[src/rtl/lab5_g41_alu_issue_unit.sv]
// Issue/capture stage around the combinational ALU: registers a/b/op, captures s and {n,z,v,c,hata}.
// Latency: accept edge, then one EXEC cycle; the result is captured at the next edge. Throughput is 1 result per 2 cycles.
// Backpressure: the result is held in HOLD until out_ready. in_ready=out_ready in HOLD. Optional feature macro: ACC_CHAIN_EN.
`timescale 1ns/1ps

module lab5_g41_alu_issue_unit #(
  parameter int WIDTH    = 32,
  parameter int OPW      = 4,
  parameter int ERRCNT_W = 8
) (
  input  logic                clk,
  input  logic                rst_n,
  input  logic                in_valid,
  output logic                in_ready,
  input  logic [WIDTH-1:0]    in_a,
  input  logic [WIDTH-1:0]    in_b,
  input  logic [OPW-1:0]      in_op,
`ifdef ACC_CHAIN_EN
  input  logic                use_acc,
`endif
  output logic [WIDTH-1:0]    alu_a,
  output logic [WIDTH-1:0]    alu_b,
  output logic [OPW-1:0]      alu_op,
  input  logic [WIDTH-1:0]    alu_s,
  input  logic [4:0]          alu_flags,
  output logic                out_valid,
  input  logic                out_ready,
  output logic [WIDTH-1:0]    out_s,
  output logic [4:0]          out_flags,
  output logic [ERRCNT_W-1:0] err_cnt
);

  typedef enum logic [1:0] {
    IDLE = 2'd0,
    EXEC = 2'd1,
    HOLD = 2'd2
  } state_t;

  state_t state;
  state_t state_nxt;

  logic             accept;
  logic             capture;
  logic [WIDTH-1:0] a_sel;

  // Requests move when the upstream handshake completes; the ALU result is
  // taken exactly once, at the end of the single EXEC cycle.
  assign accept  = in_valid & in_ready;
  assign capture = (state == EXEC);

`ifdef ACC_CHAIN_EN
  // Chained requests reuse the currently held result as operand a. On a
  // HOLD-accept this is still the value being handed downstream, because a
  // new capture cannot happen in the same cycle as an accept.
  assign a_sel = use_acc ? out_s : in_a;
`else
  assign a_sel = in_a;
`endif

  // State register; reset drops any in-flight request.
  always_ff @(posedge clk or negedge rst_n) begin
    if (!rst_n) begin
      state <= IDLE;
    end else begin
      state <= state_nxt;
    end
  end

  // Next-state and handshake decode; out_valid is a pure state decode.
  always_comb begin
    state_nxt = state;
    in_ready  = 1'b0;
    out_valid = 1'b0;
    case (state)
      IDLE: begin
        in_ready = 1'b1;
        if (in_valid) begin
          state_nxt = EXEC;
        end
      end
      EXEC: begin
        state_nxt = HOLD;
      end
      HOLD: begin
        out_valid = 1'b1;
        // A consumed result frees the stage in the same cycle, so a queued
        // request can be taken without a bubble through IDLE.
        in_ready  = out_ready;
        if (out_ready) begin
          state_nxt = in_valid ? EXEC : IDLE;
        end
      end
      default: begin
        state_nxt = IDLE;
      end
    endcase
  end

  // ALU operand registers keep the last accepted request in every state.
  always_ff @(posedge clk or negedge rst_n) begin
    if (!rst_n) begin
      alu_a  <= '0;
      alu_b  <= '0;
      alu_op <= '0;
    end else if (accept) begin
      alu_a  <= a_sel;
      alu_b  <= in_b;
      alu_op <= in_op;
    end
  end

  // Result registers change only on a capture, so they stay stable in HOLD
  // and keep the last result after it has been consumed.
  always_ff @(posedge clk or negedge rst_n) begin
    if (!rst_n) begin
      out_s     <= '0;
      out_flags <= '0;
    end else if (capture) begin
      out_s     <= alu_s;
      out_flags <= alu_flags;
    end
  end

  // Saturating count of captured results that carry hata (flags bit 0).
  always_ff @(posedge clk or negedge rst_n) begin
    if (!rst_n) begin
      err_cnt <= '0;
    end else if (capture && alu_flags[0] && (err_cnt != {ERRCNT_W{1'b1}})) begin
      err_cnt <= err_cnt + ERRCNT_W'(1);
    end
  end

  // An EXEC cycle always ends in a capture.
  a_exec_to_hold: assert property (@(posedge clk) disable iff (!rst_n)
    (state == EXEC) |=> (state == HOLD));

  // An unconsumed result stays valid and unchanged.
  a_hold_stable: assert property (@(posedge clk) disable iff (!rst_n)
    (out_valid && !out_ready) |=> (out_valid && $stable(out_s) && $stable(out_flags)));

endmodule

[config.mk]
export PLATFORM = sky130hd
export DESIGN_NAME = lab5_g41_alu_issue_unit
export DESIGN_NICKNAME = d
export VERILOG_FILES = /design/src/rtl/lab5_g41_alu_issue_unit.sv
export SDC_FILE = /design/constraint.sdc
export NUM_CORES = 1
export LEC_CHECK = 0
export ABC_AREA = 1
export CAP_MARGIN = 20
export CORE_UTILIZATION = 40
export CTS_CLUSTER_DIAMETER = 60
export DETAILED_ROUTE_END_ITERATION = 10
export MAX_ROUTING_LAYER = met4
export PLACE_DENSITY = 0.78
export SLEW_MARGIN = 0
export SYNTH_ARGS = -nofsm -noshare
export SYNTH_HDL_FRONTEND = slang
export SYNTH_SLANG_ARGS = --single-unit
[constraint.sdc]
create_clock -name clk -period 1.6 [get_ports clk]
set_input_delay 0.16 -clock clk [delete_from_list [all_inputs] [get_ports clk]]
set_output_delay 0.16 -clock clk [all_outputs]
set_load 0.01 [all_outputs]
* Word level (Yosys, flattened, before mapping)
Index checks and enable logic that the tools add are counted.
** Cells by class
- $add $sub $neg :: 1
- Eq/ne operators :: 5
- Mux-type cells :: 6
- Bitwise operators :: 1
- Reduce and logical (&&, ||, !) cells :: 4
** Operators by type and width (number)
- adder 8 x 1 -> 8 bit (second input constant) :: 1
- inequality test 8 bit (second input constant) :: 1
- one-hot mux 2 bit (3 select lines) :: 1
- 2-to-1 mux 2 bit :: 2
- inequality test 2 bit (second input constant) :: 2
- equality test 2 x 1 -> 1 bit (second input constant) :: 1
- equality test 2 bit (second input constant) :: 1
- logical AND 1 bit :: 2
- zero test 2 bit :: 1
- 2-to-1 mux 1 bit :: 2
- one-hot mux 1 bit (2 select lines) :: 1
- AND reduction 2 bit :: 1
- AND 1 bit :: 1
** Storage, ports and cells
- Flip-flop bits (word level) :: 115
- Output and inout bits :: 115
- Logic and storage cells :: 24

* Depth between registers and ports, before layout
- Word-level depth :: 3
- Mapped depth :: 8
- Gate-level depth less buffers :: 7

* Least setup slack after synthesis
No wires, ideal clock.
- Path kind :: reg-to-reg
- From :: register err_cnt[0]
- To :: register err_cnt[2]
- Library setup time :: 0.127 ns
- Data arrival time :: 1.203 ns
- Required time :: 1.473 ns
- Slack :: 0.270 ns
- Cell stages (with the launch flop) :: 8
- Buffers on the path :: 0
- Clock period less this slack :: 1.330 ns
- Path through :: dfrtp_1 ha_1 nand2_1 nor2_1 nand2_1 nand2_2 nand2_1 o21ai_0
** Between the ends
- Cells in the longest elaborated chain, start to end :: 2
** RTL lines
- start, declared :: line 30 : output logic [ERRCNT_W-1:0] err_cnt
- start signal, assigned :: line 129 : err_cnt <= err_cnt + ERRCNT_W'(1);
- branches (longest 2 deep; another with adder 8 x 1 -> 8 bit)
Parallel ways; which one is timed is not known.
A chain may end at the register's enable or synchronous reset.

* Worst setup path after layout
- From :: register out_s[13]
- To :: output port out_s[13]
** RTL lines
- start, declared :: line 28 : output logic [WIDTH-1:0] out_s,
- start signal, assigned :: line 119 : out_s <= alu_s;
No word-level cell between the ends.

==> impl_results.md <==
- Power Dens Cells: 1480 nW/um^2
- Finished Cell Area: 7586 um^2
- Most common cell after layout, fill and taps aside: nand2_1
- Final Cycle Share: 0.9761
- Fin nets: 856
- Leak Pwr: 4.454 nW
- Status: completed
- Flop pwr share: 0.376
- Sequential fraction of the synthesis area: 0.6423
- Seq cells post-synth: 115
- Share of post-route cells with drive strength above 1: 0.06481
- Boundary pin count: 224
- Initial Utilization: 0.4115
- Max IR drop VDD: 0.7968 mV
- Most frequent cells in the layout: nand2_1, clkdlybuf4s50_1, dfrtp_1
- Worst Max-Slew Pin Slew: 0.3694 ns
- Input/output buffers: 223
- Critical Path Sink: out_s[13]
- Synth warnings: 0
- FF-to-FF End: err_cnt[2]$_DFFE_PN0P_
- Syn_area_per_cell: 8.683 um^2
- Drt first pass iters: 4
- R2R Path Start: err_cnt[0]$_DFFE_PN0P_
- Max Slew Vio Count: 0
- Clock share of power: 0.309
- Die height: 107.8 um
- Final HPWL from detailed placement: 8833 um
- NetSw: 3.340 mW
- Area growth, synth to finish: 69.31%
- Switching Share: 0.2975
- Worst Setup Start Kind: flip-flop
- Max Buffers Root-to-Sink: 2
- CTS tree: yes
- CTS clk-pin slew, worst paths: 0.05 ns
- Core Util, Final: 0.6967
- Core box area: 10890 um^2
- Initial antenna violation count: 0
- Crit. path cell count: 1
- Clk root buf: clkbuf_8
- # setup viols final: 0
- Total Wirelength: 12760 um
- CP required: 1.44 ns
- Die ar.: 11630 um^2
- Worst hold path class: input pin to asynchronous set/reset pin
- Antenna viol nets, final: 0
- First-pass GRT wire length: 19820 um
- DRC viols: 0
- Critical path data arrival time: 1.40 ns
- Critical Path, Cell by Cell: clkdlybuf4s50_1
- Final hold vios: 0
- Average wire per standard cell: 14.24 um
- Fill count: 830
- Core Rows: 38
- All-Layer GR Usage: 0.2309
- Die width: 107.8 um
- Combinational power share: 0.315
- Critical Path Sink Type: output port
- Final non-filler cell total: 896
- F_max: 640.3 MHz
- Largest net degree at the start of global routing: 69
- Tmin final: 1.562 ns
- Antenna diodes: 0
- Slowest cell on crit path: clkdlybuf4s50_1
- Worst slew margin: 0.7538
- Netlist cell types: 18
- DP Area: 6880 um^2
- Skew final: 0.007356 ns
- Total power: 11.23 mW
- Iter 0 DRT Violations: 194
- Critical path peak fanout: 2
- Total gr overflow: 0
- Cell-internal power: 7.886 mW
- Worst skew pair latency: 0.50 ns
- Net Count, Synth: 626
- R2r setup slk: 0.21 ns
- CP bufs+invs: 1
- Worst path max stage delay: 0.56 ns
- Launch point of the worst path: out_s[13]$_DFFE_PN0N_
- Via count: 4146
- Maxcap violations: 0
- Clk sinks: 115
- Kind of critical path: flip-flop to output port
- H-Tree Depth: 4
- Synth Instances: 516
- Worst reg2reg path depth: 7
- Number of global-route vias before repair: 4135
- Placed cells: 865
- Routability Congestion: 0.8322
- Critical path's top delay family: buffers and inverters
- Num CTS Buffers: 17
- Routed vias/inst: 4.627
- Syn Std Cell Area: 4481 um^2
-- cell families (layout without fill, tap and decap cells) --
logic type,Yosys count,in the layout,share of synthesized area
buf+inv,33,273,0.03770
xor+xnor,1,1,0.001955
fa+ha+maj,1,1,0.002792
simple gates,363,363,0.3111
compound gates,3,3,0.004187
flops,115,115,0.6423
-- state kept, by name (all words and copies together), names as in the netlist --
| signal | flops |
|---|---|
| out_flags | 5 |
| alu_b | 32 |
| err_cnt | 8 |
| alu_a | 32 |
| state | 2 |
| alu_op | 4 |
| out_s | 32 |
-- area by class of cell --
type	instances	area (um^2)	share of cell area
well taps	140	175.2	0.02309
clock buffers	24	500.5	0.06597
flip-flops and latches	115	2882	0.3798
repair buffers	233	2501	0.3297
inverters	11	41.29	0.005443
clock inverters	5	50.05	0.006597
multi-input cells	368	1436	0.1893
-- worst min path at each step --
stage,to,cells after the start
CTS,err_cnt[3]$_DFFE_PN0P_,2
detailed placement,out_s[25]$_DFFE_PN0N_,1
global placement,out_s[25]$_DFFE_PN0N_,1
global route,err_cnt[4]$_DFFE_PN0P_,2
finish,out_s[25]$_DFFE_PN0N_,2
floorplan,alu_a[0]$_DFFE_PN0P_,0
-- metrics by stage --
| step | setup TNS (ns) | hold WS [ns] | setup slack [ns] |
|---|---|---|---|
| 2_1_floorplan | 0 | -0.1356 | 0.2698 |
| 3_3_place_gp | 0 | 0.09051 | 0.06071 |
| 3_5_place_dp | 0 | 0.09443 | 0.02599 |
| 4_1_cts | 0 | 0.1007 | 0.0009938 |
| 5_1_grt | -0.005421 | 0.1217 | -0.003703 |
| 6_report | 0 | 0.1132 | 0.03820 |
-- worst reg2reg max path, delay by kind of cell (launching register included) --
family / cells / cell delay (ns)
flip-flops: 1 / 0.41
adder cells (fa/ha/maj): 1 / 0.22
AO/OA/AOI/OAI: 1 / 0.08
AND/OR/NAND/NOR: 5 / 0.53
-- power by group through the flow --
stage / sequential [mW] / clock [mW] / combinational, mW
final: 4.22 / 3.47 / 3.54
after global placement: 4.24 / 0 / 3.64
after detailed placement: 4.28 / 0 / 3.72
after CTS: 4.24 / 3.54 / 3.69
after global routing: 4.33 / 3.68 / 3.85
after floorplan: 4.62 / 0 / 1.01
-- Yosys cell counts (all sizes together) --
master / n / area share
xnor2: 1 / 0.0020
nand2: 343 / 0.29
inv: 11 / 0.0092
o21ai: 1 / 0.0011
nand4: 2 / 0.0028
ha: 1 / 0.0028
nand3b: 2 / 0.0034
dfrtp: 115 / 0.64
nand3: 9 / 0.010
buf: 16 / 0.023
nor2: 7 / 0.0064
a21oi: 2 / 0.0031
clkbuf: 6 / 0.0050
-- what timing repair did --
action | 4_1_cts | 5_1_grt
setup buffers | 1 | 0
hold buffers | 1 | 0
endpoints found under the setup margin | 22 | 64
resized for setup | 23 | 65
pin swaps | 0 | 1
hold endpoints to repair | 115 | 0
-- routing by layer --
layer  vias up  share of wire  global-route usage
met3        16          0.094             0.09080
met2       184           0.49              0.3709
li1       2014              -                   -
met4         0          0.014             0.08023
met5         -              0                   -
met1      1932           0.40              0.2627
No activity file was read; power rests on OpenSTA's default activity.
